`src/rtl/sensor_pattern_gen_if.sv`:
```
// Port bundle for sensor_pattern_gen: run control, frame timing configuration and the
// fval/lval/pixel stream. The master modport is the generator side.
interface sensor_pattern_gen_if #(
  parameter int DATA_WIDTH  = 12,
  parameter int CHANNEL_NUM = 4,
  parameter int CNT_WIDTH   = 16
);
  logic                              i_pause_en;
  logic                              i_trigger_mode;
  logic                              i_trigger;
  logic [1:0]                        iv_pattern_sel;
  logic [CNT_WIDTH-1:0]              iv_width;
  logic [CNT_WIDTH-1:0]              iv_line_hide;
  logic [CNT_WIDTH-1:0]              iv_height;
  logic [CNT_WIDTH-1:0]              iv_frame_hide;
  logic [CNT_WIDTH-1:0]              iv_front_porch;
  logic [CNT_WIDTH-1:0]              iv_back_porch;
  logic                              o_fval;
  logic                              o_lval;
  logic [DATA_WIDTH*CHANNEL_NUM-1:0] ov_dout;
  logic [CNT_WIDTH-1:0]              ov_frame_cnt;
  logic                              o_frame_done;
  logic [2:0]                        dbg_state;

  // Stream semantics: there is no backpressure. Every clock with o_lval=1 carries one
  // valid word on ov_dout and the consumer must take it; o_fval brackets the lines of a
  // frame and ov_dout is forced to zero whenever o_lval=0.
  modport master (
    input  i_pause_en, i_trigger_mode, i_trigger, iv_pattern_sel,
    input  iv_width, iv_line_hide, iv_height, iv_frame_hide, iv_front_porch, iv_back_porch,
    output o_fval, o_lval, ov_dout, ov_frame_cnt, o_frame_done, dbg_state
  );

  modport slave (
    output i_pause_en, i_trigger_mode, i_trigger, iv_pattern_sel,
    output iv_width, iv_line_hide, iv_height, iv_frame_hide, iv_front_porch, iv_back_porch,
    input  o_fval, o_lval, ov_dout, ov_frame_cnt, o_frame_done, dbg_state
  );
endinterface

```
`src/rtl/sensor_pattern_gen.sv`:
```
// Sensor output generator: fval/lval frame timing plus multi-channel test patterns,
// free-running or one frame per trigger, all outputs registered.
module sensor_pattern_gen #(
  parameter int DATA_WIDTH  = 12,
  parameter int CHANNEL_NUM = 4,
  parameter int CNT_WIDTH   = 16
) (
  input  logic                 clk,
  input  logic                 reset_n,
  sensor_pattern_gen_if.master bus
);
  localparam int DOUT_W = DATA_WIDTH * CHANNEL_NUM;
  localparam logic [CNT_WIDTH-1:0] ZERO = '0;
  localparam logic [CNT_WIDTH-1:0] ONE  = CNT_WIDTH'(1);

  typedef enum logic [2:0] {
    S_IDLE  = 3'd0,
    S_FRONT = 3'd1,
    S_LINE  = 3'd2,
    S_HIDE  = 3'd3,
    S_BACK  = 3'd4,
    S_FHIDE = 3'd5
  } state_t;

  state_t               state_q, state_d;
  logic [CNT_WIDTH-1:0] cnt_q, cnt_d;
  logic [CNT_WIDTH-1:0] line_q, line_d;
  logic [CNT_WIDTH-1:0] pix_q, pix_d;
  logic [CNT_WIDTH-1:0] frame_cnt_q, frame_cnt_d;
  logic [CNT_WIDTH-1:0] width_q, width_d, line_hide_q, line_hide_d, height_q, height_d;
  logic [CNT_WIDTH-1:0] frame_hide_q, frame_hide_d, front_q, front_d, back_q, back_d;
  logic [1:0]           sel_q, sel_d;
  logic                 trig_prev_q, trig_prev_d;
  logic                 fval_q, fval_d, lval_q, lval_d, done_q, done_d;
  logic [DOUT_W-1:0]    dout_q, dout_d;

  logic                 in_idle, trig_edge, start, enter_fhide;
  logic [CNT_WIDTH-1:0] w_width, w_line_hide, w_height, w_frame_hide, w_front, w_back;
  logic [1:0]           w_sel;
  logic [CNT_WIDTH-1:0] px;
  logic [DATA_WIDTH-1:0] pixel;

  // In IDLE the live inputs are the working config (they are what gets latched on the
  // start decision); everywhere else the frame runs from the shadow copy.
  always_comb begin
    in_idle      = (state_q == S_IDLE);
    trig_edge    = bus.i_trigger & ~trig_prev_q;
    trig_prev_d  = bus.i_trigger;
    start        = in_idle & ~bus.i_pause_en & (bus.iv_width != ZERO) &
                   (bus.iv_height != ZERO) & (~bus.i_trigger_mode | trig_edge);
    w_width      = in_idle ? bus.iv_width       : width_q;
    w_line_hide  = in_idle ? bus.iv_line_hide   : line_hide_q;
    w_height     = in_idle ? bus.iv_height      : height_q;
    w_frame_hide = in_idle ? bus.iv_frame_hide  : frame_hide_q;
    w_front      = in_idle ? bus.iv_front_porch : front_q;
    w_back       = in_idle ? bus.iv_back_porch  : back_q;
    w_sel        = in_idle ? bus.iv_pattern_sel : sel_q;
    width_d      = start ? bus.iv_width       : width_q;
    line_hide_d  = start ? bus.iv_line_hide   : line_hide_q;
    height_d     = start ? bus.iv_height      : height_q;
    frame_hide_d = start ? bus.iv_frame_hide  : frame_hide_q;
    front_d      = start ? bus.iv_front_porch : front_q;
    back_d       = start ? bus.iv_back_porch  : back_q;
    sel_d        = start ? bus.iv_pattern_sel : sel_q;
  end

  always_comb begin
    state_d     = state_q;
    cnt_d       = cnt_q;
    line_d      = line_q;
    pix_d       = pix_q;
    frame_cnt_d = frame_cnt_q;
    enter_fhide = 1'b0;
    case (state_q)
      S_IDLE: begin
        if (start) begin
          line_d = ZERO;
          pix_d  = ZERO;
          if (w_front != ZERO) begin
            state_d = S_FRONT;
            cnt_d   = w_front - ONE;
          end else begin
            state_d = S_LINE;
            cnt_d   = w_width - ONE;
          end
        end
      end
      S_FRONT: begin
        if (cnt_q == ZERO) begin
          state_d = S_LINE;
          cnt_d   = w_width - ONE;
        end else begin
          cnt_d = cnt_q - ONE;
        end
      end
      S_LINE: begin
        if (cnt_q != ZERO) begin
          cnt_d = cnt_q - ONE;
          pix_d = pix_q + ONE;
        end else if (line_q == w_height - ONE) begin
          if (w_back != ZERO) begin
            state_d = S_BACK;
            cnt_d   = w_back - ONE;
          end else begin
            enter_fhide = 1'b1;
          end
        end else if (w_line_hide != ZERO) begin
          state_d = S_HIDE;
          cnt_d   = w_line_hide - ONE;
        end else begin
          // Zero line blanking: lval stays high, only the line/pixel counters move on.
          cnt_d  = w_width - ONE;
          line_d = line_q + ONE;
          pix_d  = ZERO;
        end
      end
      S_HIDE: begin
        if (cnt_q == ZERO) begin
          state_d = S_LINE;
          cnt_d   = w_width - ONE;
          line_d  = line_q + ONE;
          pix_d   = ZERO;
        end else begin
          cnt_d = cnt_q - ONE;
        end
      end
      S_BACK: begin
        if (cnt_q == ZERO) enter_fhide = 1'b1;
        else               cnt_d = cnt_q - ONE;
      end
      S_FHIDE: begin
        if (cnt_q == ZERO) state_d = S_IDLE;
        else               cnt_d = cnt_q - ONE;
      end
      default: state_d = S_IDLE;
    endcase
    if (enter_fhide) begin
      state_d     = S_FHIDE;
      cnt_d       = (w_frame_hide == ZERO) ? ZERO : w_frame_hide - ONE;
      frame_cnt_d = frame_cnt_q + ONE;
    end
  end

  // Outputs are derived from the next state so they land on the same edge as the state.
  always_comb begin
    fval_d = (state_d == S_FRONT) || (state_d == S_LINE) ||
             (state_d == S_HIDE)  || (state_d == S_BACK);
    lval_d = (state_d == S_LINE);
    done_d = enter_fhide;
    dout_d = '0;
    px     = ZERO;
    pixel  = '0;
    if (lval_d) begin
      for (int k = 0; k < CHANNEL_NUM; k++) begin
        px = pix_d * CNT_WIDTH'(CHANNEL_NUM) + CNT_WIDTH'(k);
        case (w_sel)
          2'd0:    pixel = DATA_WIDTH'(line_d);
          2'd1:    pixel = DATA_WIDTH'(px);
          2'd2:    pixel = DATA_WIDTH'(frame_cnt_d);
          default: pixel = (line_d[0] ^ px[0]) ? '1 : '0;
        endcase
        dout_d[k*DATA_WIDTH +: DATA_WIDTH] = pixel;
      end
    end
  end

  always_ff @(posedge clk or negedge reset_n) begin
    if (!reset_n) begin
      state_q      <= S_IDLE;
      cnt_q        <= '0;
      line_q       <= '0;
      pix_q        <= '0;
      frame_cnt_q  <= '0;
      width_q      <= '0;
      line_hide_q  <= '0;
      height_q     <= '0;
      frame_hide_q <= '0;
      front_q      <= '0;
      back_q       <= '0;
      sel_q        <= '0;
      trig_prev_q  <= 1'b0;
      fval_q       <= 1'b0;
      lval_q       <= 1'b0;
      done_q       <= 1'b0;
      dout_q       <= '0;
    end else begin
      state_q      <= state_d;
      cnt_q        <= cnt_d;
      line_q       <= line_d;
      pix_q        <= pix_d;
      frame_cnt_q  <= frame_cnt_d;
      width_q      <= width_d;
      line_hide_q  <= line_hide_d;
      height_q     <= height_d;
      frame_hide_q <= frame_hide_d;
      front_q      <= front_d;
      back_q       <= back_d;
      sel_q        <= sel_d;
      trig_prev_q  <= trig_prev_d;
      fval_q       <= fval_d;
      lval_q       <= lval_d;
      done_q       <= done_d;
      dout_q       <= dout_d;
    end
  end

  assign bus.o_fval       = fval_q;
  assign bus.o_lval       = lval_q;
  assign bus.ov_dout      = dout_q;
  assign bus.ov_frame_cnt = frame_cnt_q;
  assign bus.o_frame_done = done_q;
  assign bus.dbg_state    = state_q;
endmodule

```
`src/flat_wrapper.sv`:
```
// flat-port wrapper written by rule: the top's interface ports become plain ports
module sensor_pattern_gen_flat 
#(
  parameter int DATA_WIDTH  = 12,
  parameter int CHANNEL_NUM = 4,
  parameter int CNT_WIDTH   = 16
)
  (clk, reset_n, bus_i_pause_en, bus_i_trigger_mode, bus_i_trigger, bus_iv_pattern_sel, bus_iv_width, bus_iv_line_hide, bus_iv_height, bus_iv_frame_hide, bus_iv_front_porch, bus_iv_back_porch, bus_o_fval, bus_o_lval, bus_ov_dout, bus_ov_frame_cnt, bus_o_frame_done, bus_dbg_state);
  sensor_pattern_gen_if #(.DATA_WIDTH(DATA_WIDTH), .CHANNEL_NUM(CHANNEL_NUM), .CNT_WIDTH(CNT_WIDTH)) bus_i ();
  input  logic clk;
  input  logic reset_n;
  input wire logic [$bits(bus_i.i_pause_en)-1:0] bus_i_pause_en;
  input wire logic [$bits(bus_i.i_trigger_mode)-1:0] bus_i_trigger_mode;
  input wire logic [$bits(bus_i.i_trigger)-1:0] bus_i_trigger;
  input wire logic [$bits(bus_i.iv_pattern_sel)-1:0] bus_iv_pattern_sel;
  input wire logic [$bits(bus_i.iv_width)-1:0] bus_iv_width;
  input wire logic [$bits(bus_i.iv_line_hide)-1:0] bus_iv_line_hide;
  input wire logic [$bits(bus_i.iv_height)-1:0] bus_iv_height;
  input wire logic [$bits(bus_i.iv_frame_hide)-1:0] bus_iv_frame_hide;
  input wire logic [$bits(bus_i.iv_front_porch)-1:0] bus_iv_front_porch;
  input wire logic [$bits(bus_i.iv_back_porch)-1:0] bus_iv_back_porch;
  output wire logic [$bits(bus_i.o_fval)-1:0] bus_o_fval;
  output wire logic [$bits(bus_i.o_lval)-1:0] bus_o_lval;
  output wire logic [$bits(bus_i.ov_dout)-1:0] bus_ov_dout;
  output wire logic [$bits(bus_i.ov_frame_cnt)-1:0] bus_ov_frame_cnt;
  output wire logic [$bits(bus_i.o_frame_done)-1:0] bus_o_frame_done;
  output wire logic [$bits(bus_i.dbg_state)-1:0] bus_dbg_state;
  assign bus_i.i_pause_en = bus_i_pause_en;
  assign bus_i.i_trigger_mode = bus_i_trigger_mode;
  assign bus_i.i_trigger = bus_i_trigger;
  assign bus_i.iv_pattern_sel = bus_iv_pattern_sel;
  assign bus_i.iv_width = bus_iv_width;
  assign bus_i.iv_line_hide = bus_iv_line_hide;
  assign bus_i.iv_height = bus_iv_height;
  assign bus_i.iv_frame_hide = bus_iv_frame_hide;
  assign bus_i.iv_front_porch = bus_iv_front_porch;
  assign bus_i.iv_back_porch = bus_iv_back_porch;
  assign bus_o_fval = bus_i.o_fval;
  assign bus_o_lval = bus_i.o_lval;
  assign bus_ov_dout = bus_i.ov_dout;
  assign bus_ov_frame_cnt = bus_i.ov_frame_cnt;
  assign bus_o_frame_done = bus_i.o_frame_done;
  assign bus_dbg_state = bus_i.dbg_state;
  sensor_pattern_gen #(.DATA_WIDTH(DATA_WIDTH), .CHANNEL_NUM(CHANNEL_NUM), .CNT_WIDTH(CNT_WIDTH)) u_core (.clk(clk), .reset_n(reset_n), .bus(bus_i));
endmodule
```
`config.mk`:
```
export PLATFORM = sky130hd
export DESIGN_NAME = sensor_pattern_gen_flat
export DESIGN_NICKNAME = d
export VERILOG_FILES = /design/src/rtl/sensor_pattern_gen_if.sv /design/src/rtl/sensor_pattern_gen.sv /design/src/flat_wrapper.sv
export SDC_FILE = /design/constraint.sdc
export NUM_CORES = 1
export LEC_CHECK = 0
export CAP_MARGIN = 10
export CELL_PAD_IN_SITES_DETAIL_PLACEMENT = 1
export CELL_PAD_IN_SITES_GLOBAL_PLACEMENT = 1
export CORE_AREA = 2 2 249 128
export DETAILED_ROUTE_END_ITERATION = 12
export DIE_AREA = 0 0 251 130
export PLACE_DENSITY_LB_ADDON = 0.3
export RECOVER_POWER = 25
export SLEW_MARGIN = 5
export SYNTH_ARGS = -nofsm -noshare
export SYNTH_HDL_FRONTEND = slang
export SYNTH_SLANG_ARGS = --single-unit
export TNS_END_PERCENT = 20
```
`constraint.sdc`:
```
create_clock -name clk -period 10.3 [get_ports clk]
set_input_delay 2.06 -clock clk [delete_from_list [all_inputs] [get_ports clk]]
set_output_delay 2.06 -clock clk [all_outputs]
set_load 0.02 [all_outputs]
```
# Word-level counts from Yosys, hierarchy flattened
# Cells that the tools add are included.
[word_totals]
output_inout_bits = 70
reg_bits = 217
[classes]
addsub = 13
bitwise_logic = 12
eq_ne = 22
n_reduce_logical = 20
n_mux = 55
[op_table]
columns = ["cell", "n"]
rows = [
  ["$mux W16", 26],
  ["$pmux W12 S3", 4],
  ["$sub A16 B1 Y16 const B", 7],
  ["$pmux W16 S3", 2],
  ["$reduce_bool A16 Y1", 6],
  ["$pmux W16 S4", 1],
  ["$mux W12", 5],
  ["$add A16 B1 Y16 const B", 3],
  ["$mux W48", 1],
  ["$logic_not A16 Y1", 2],
  ["$add A12 B2 Y12 const B", 2],
  ["$mux W3", 8],
  ["$eq A16 B16 Y1", 1],
  ["$pmux W3 S5", 1],
  ["$add A12 B1 Y12 const B", 1],
  ["$eq A3 B2 Y1 const B", 4],
  ["$ne A3 B2 Y1 const B", 4],
  ["$eq A3 B3 Y1 const B", 3],
  ["$ne A2 B2 Y1 const B", 4],
  ["$eq A3 B1 Y1 const B", 2],
  ["$reduce_and A6 Y1", 1],
  ["$and A1 B1 Y1", 5],
  ["$ne A5 B3 Y1 const B", 1],
  ["$reduce_and A5 Y1", 1],
  ["other kinds (16)", 27],
]

# Longest topological paths before layout
[depth]
ltp_word = 12
ltp_mapped = 27
ltp_nobuf = 16

# Least setup slack after synthesis
# No wires, ideal clock.
[synth_path]
path_kind = "register to register"
from = "register u_core.state_q[0], in the netlist u_core.bus.dbg_state[0]"
to = "register u_core.dout_q[25], in the netlist u_core.bus.ov_dout[25]"
stages_incl_launch_ff = 27
setup_ns = 0.154
t_arrival_ns = 6.124
setup_slack_ns = 4.021
required_ns = 10.146
period_less_slack_ns = 6.279
cell_sequence = "dfrtp_1 > buf_2 > nor3_1 > buf_2 > buf_2 > buf_2 > buf_2 > buf_2 > buf_2 > buf_2 > buf_2 > buf_2 > buf_2 > mux2i_1 > ha_1 > nor4b_1 > nand3_1 > and2_1 > clkbuf_1 > or3_1 > nor2_1 > a21oi_2 > a21o_1 > a21oi_2 > inv_1 > o21ai_1 > a221oi_1"
[synth_via]
elab_chain_len = 11
[synth_rtl]
columns = ["element", "line_no", "rtl"]
rows = [
  ["start: declaration", "sensor_pattern_gen.sv:25", "state_t state_q, state_d;"],
  ["start signal: assignment", "sensor_pattern_gen.sv:187", "state_q <= state_d;"],
  ["$logic_not A3 Y1", "sensor_pattern_gen.sv:46, sensor_pattern_gen.sv:74", ""],
  ["$mux W16, or another cell as far along", "sensor_pattern_gen.sv:53", "w_height = in_idle ? bus.iv_height : height_q;"],
  ["$sub A16 B1 Y16, or another cell as far along", "sensor_pattern_gen.sv:100", "end else if (line_q == w_height - ONE) begin"],
  ["$eq A16 B16 Y1, or another cell as far along", "sensor_pattern_gen.sv:100", ""],
  ["$mux W16 / $and A1 B1 Y1 (equally long branches)", "sensor_pattern_gen.sv:100, sensor_pattern_gen.sv:50", ""],
  ["$mux W16 (on tied branches)", "sensor_pattern_gen.sv:97, sensor_pattern_gen.sv:76", ""],
  ["$pmux W16 S3 (*)", "sensor_pattern_gen.sv:74", "case (state_q)"],
  ["net u_core.line_d[0]", "sensor_pattern_gen.sv:27", "logic [CNT_WIDTH-1:0] line_q, line_d;"],
  ["$xor A1 B1 Y1 (*)", "sensor_pattern_gen.sv:160", "default: pixel = (line_d[0] ^ px[0]) ? '1 : '0;"],
  ["$mux W12 (*)", "sensor_pattern_gen.sv:160", ""],
  ["$pmux W12 S3 (*)", "sensor_pattern_gen.sv:156", "case (w_sel)"],
  ["$mux W48 (*)", "sensor_pattern_gen.sv:153", "if (lval_d) begin"],
  ["net u_core.dout_d[25]", "sensor_pattern_gen.sv:35", "logic [DOUT_W-1:0] dout_q, dout_d;"],
  ["end signal: assignment", "sensor_pattern_gen.sv:203", "dout_q <= dout_d;"],
  ["end: declaration", "sensor_pattern_gen.sv:35", ""],
]
# The timed path passes the listed nets; every way through them passes the cells marked *. The select of a mux whose other input is x is not followed.
# A chain may end at the register's enable or synchronous reset.

# Final worst setup path
[layout_path]
from = "input bus_iv_height[0]"
to = "register u_core.cnt_q[10]"
[layout_via]
elab_chain_len = 8
[layout_rtl]
columns = ["element", "line_no", "rtl"]
rows = [
  ["start: declaration", "flat_wrapper.sv:18", "input wire logic [$bits(bus_i.iv_height)-1:0] bus_iv_height;"],
  ["$mux W16", "sensor_pattern_gen.sv:53", ""],
  ["$sub A16 B1 Y16", "sensor_pattern_gen.sv:100", ""],
  ["$eq A16 B16 Y1", "sensor_pattern_gen.sv:100", ""],
  ["$mux W1", "sensor_pattern_gen.sv:100", ""],
  ["$mux W1", "sensor_pattern_gen.sv:97", "if (cnt_q != ZERO) begin"],
  ["$pmux W1 S2", "sensor_pattern_gen.sv:74", ""],
  ["$ne A5 B3 Y1 (no line), or another cell as far along", "-", ""],
  ["$reduce_and A4 Y1 (no line)", "-", ""],
  ["end signal: assignment", "sensor_pattern_gen.sv:188", "cnt_q <= cnt_d;"],
  ["end: declaration", "sensor_pattern_gen.sv:26", "logic [CNT_WIDTH-1:0] cnt_q, cnt_d;"],
]
# Several ways; a longest one is shown, not always the timed one.

==> out/metrics.yaml <==
setup_path:
  crit_path_end: "u_core.cnt_q[10]"
  critPathLaunch: "bus_iv_height[0]"
  r2r-start: "u_core.bus.dbg_state[1]"
  end_kind: "flop"
  startpoint_type: "input port"
  path_delay_family: "simple AND/OR/NAND/NOR gates"
  cp_max_fo: 37
  crit_cells: 16
  rr_worst_depth: 15
  rrSetupSlack_ns: 3.74
  critPathKind: "in -> reg"
  path_cells: "clkdlybuf4s50_1, or4b_2, and2_1, ha_1, xnor2_1, o31ai_1, nand4bb_1, nor3_1, nand4_1, or4_1, buf_4, o21ai_1, nand2_1, inv_1, o21ai_0, a32o_1"
  worst_path_max_delay_cell: "nand2_1"
  cp.required_ns: 10.65
  crit_arrival_ns: 7.83
  critPathBufInv: 3
  r2r-end: "u_core.cnt_q[10]"
  critPathMaxStageDelay_ns: 0.74
clock_network:
  ctsHoldBuffers: 0
  clkLatencyLatePin_ns: 0.47
  ctsResizeCount: 0
  cts_buffers: 17
  post_cts_buffers: 0
  cts_htree_levels: 4
  cts.sinks: 189
  cts_root_buf: "clkbuf_16"
  cts_tree: "built"
  clk_pin_slew_worst_paths_ns: 0.09
  clock_path_buffers: 2
power_and_ir_drop:
  ir_worst_vdd_mv: 0.123
  cellPowerDensity_mw_per_mm2: 243
  p_leak_nw: 6.73
global_route:
  grt_overflow_total: 0
  grt_pass1_wl_um: 86200
  antenna_found_initial: 2
  grt_max_degree: 101
  grt_pass1_vias: 14300
  grt.total_usage_pct: 34.4
route:
  drt_iter0_markers: 1761
  drtAntennaViolNets: 0
  via_count: 14500
  detail_route.first_pass.iterations: 6
  avgViaCountPerCell: 6.37
  wire_per_inst_um: 24.7
  drcViolationCount: 0
  wl_um: 56200
finish:
  n_antenna_cell: 0
  instances_no_fill: 2277
  layout.nets: 1969
  area.growth.synth_to_final_pct: 17.6
  layout_common_cells: "402 x nand2_1, 189 x dfrtp_1, 170 x clkdlybuf4s50_1"
  drive_above_1_share_pct: 4.76
  layout_commonest_cell: "nand2_1"
  nFillCells: 3778
logic_synthesis:
  async_reset_ff_share_pct: 100
  synth-seq-cells: 189
  syn_area_per_cell_um2: 7.88
  ys.flop_type: "dfrtp_1"
  ys_seq_area_share_pct: 34.0
  synthesis.area_mm2: 0.0139
  synth_area_leaders: "dfrtp_1 34%, nand2_1 11%, mux2i_1 6.2%"
  ys_warn_count: 0
  mappedNetlistNets: 1876
  synth_edf_count: 0
  ys_types: 84
  synth_top_area_share_pct: 34.0
  syn_inst: 1763
  synth_top_area_cell: "dfrtp_1"
die:
  start_util_pct: 45.0
  dieHeight_um: 130
  ioPinCount: 173
  fp.dieArea_mm2: 0.0326
  die_x_um: 251
  rows: 46
  coreArea_mm2: 0.0308
hold_path:
  hp-start: "u_core.bus.ov_frame_cnt[15]"
  hp-class: "reg -> reg"
timing:
  setup_viol: 0
  rsz0062_at_grt: "no"
  relSlewSlack_pct: -182
  fin_ws_ns: 2.81
  final_max_slew_viol_count: 71
  tightest_slew_ns: 4.23
  hold_violations: 0
  fmax_ghz: 0.134
  skew_ns: 0.0178
  fin_crit_sh_pct: 72.7
  period_needed_ns: 7.49
  hold_ws_ns: 0.478
  finalSetupTns_ns: 0
status:
  violations: "capacitance limit, slew limit"
  outcome: "complete, but fails checks"
placed_design:
  gp_congestion: 0.923
  dpl_worst_slack_ns: 2.57
  hpwlAfterDp_um: 41500
  dpl.cell_count: 2245
  port_buffers: 172
job:
  cap_violations: 1
==> metal layers <==
layer  vias to the layer above  GRT usage (%)  wire length, um
met2                       656           47.8            22800
met3                        59           9.83             5730
met1                      7355           52.6            27000
li1                       6441              -                -
met5                         -              0                0
met4                         0           6.83              672
==> kinds of logic after synthesis <==
| family | after synthesis | share of synthesized area [%] |
|---|---|---|
| AOI/OAI and AO/OA | 338 | 16.4 |
| xor gates and xnor gates | 128 | 8.18 |
| muxes | 95 | 7.01 |
| adders and majority gates | 10 | 0.901 |
| DFF | 189 | 34.0 |
| buffers and inverters | 147 | 4.92 |
| and+or+nand+nor | 856 | 28.5 |
==> Yosys cell counts, drive strengths merged, types with 10 or more instances <==
library cell and count:
o22ai 12, clkbuf 54, o31ai 18, or3 32
nor4 38, nor3 85, dfrtp 189, buf 62
nand3 42, nor4b 15, a31oi 12, nand4 14
and3 17, nand2b 10, inv 30, a211oi 20
or4 22, ha 10, o21ai 86, xor2 58
nand2 402, o211ai 18, a21oi 66, and2 10
o31a 12, nor2 135, nor2b 10, mux2i 86
xnor2 70
==> where the power goes <==
part | internal, mW | leakage [nW] | total [mW] | switching [mW]
sequential | 0.977 | 2.37 | 1.28 | 0.304
clock | 0.333 | 0.298 | 0.713 | 0.381
combinational | 0.711 | 4.06 | 1.98 | 1.27
==> sequential cells by signal, indices dropped and copies added (netlist names) <==
register and count:
u_core.bus.ov_dout 26, u_core.back_q 16, u_core.bus.ov_frame_cnt 16, u_core.cnt_q 16
u_core.frame_hide_q 16, u_core.front_q 16, u_core.height_q 16, u_core.line_hide_q 16
u_core.line_q 16, u_core.width_q 16, u_core.pix_q 10, u_core.bus.dbg_state 3
u_core.sel_q 2, u_core.bus.o_frame_done 1, u_core.bus.o_fval 1, u_core.bus.o_lval 1
u_core.trig_prev_q 1
==> through the flow <==
step	instance area, um^2	utilization [%]	power [mW]
3_3_place_gp	15700	51.0	3.08
5_1_grt	16300	53.0	4.17
2_1_floorplan	13900	-	2.45
3_5_place_dp	15700	51.0	3.17
4_1_cts	16300	53.0	3.89
6_report	16300	53.0	3.97
==> worst min-delay path by stage <==
stage | end | slack (ns) | depth (start not counted)
floorplan | u_core.pix_q[9] | 0.44 | 1
global placement | u_core.width_q[14] | 0.46 | 2
detailed placement | u_core.front_q[12] | 0.47 | 2
CTS | u_core.bus.ov_frame_cnt[15] | 0.48 | 1
global route | u_core.bus.ov_frame_cnt[15] | 0.49 | 1
finish | u_core.bus.ov_frame_cnt[15] | 0.48 | 1
==> final cells by class <==
type                       count  area [um^2]  area share [%]
clock buffer                  17          425            2.60
clock inverter                15          188            1.15
inverter                      31          116           0.712
multi-input combinational   1427         8500            52.1
sequential                   189         4730            29.0
tap                          408          510            3.12
timing repair buffer         190         1860            11.4
(Power assumes the default switching activity.)
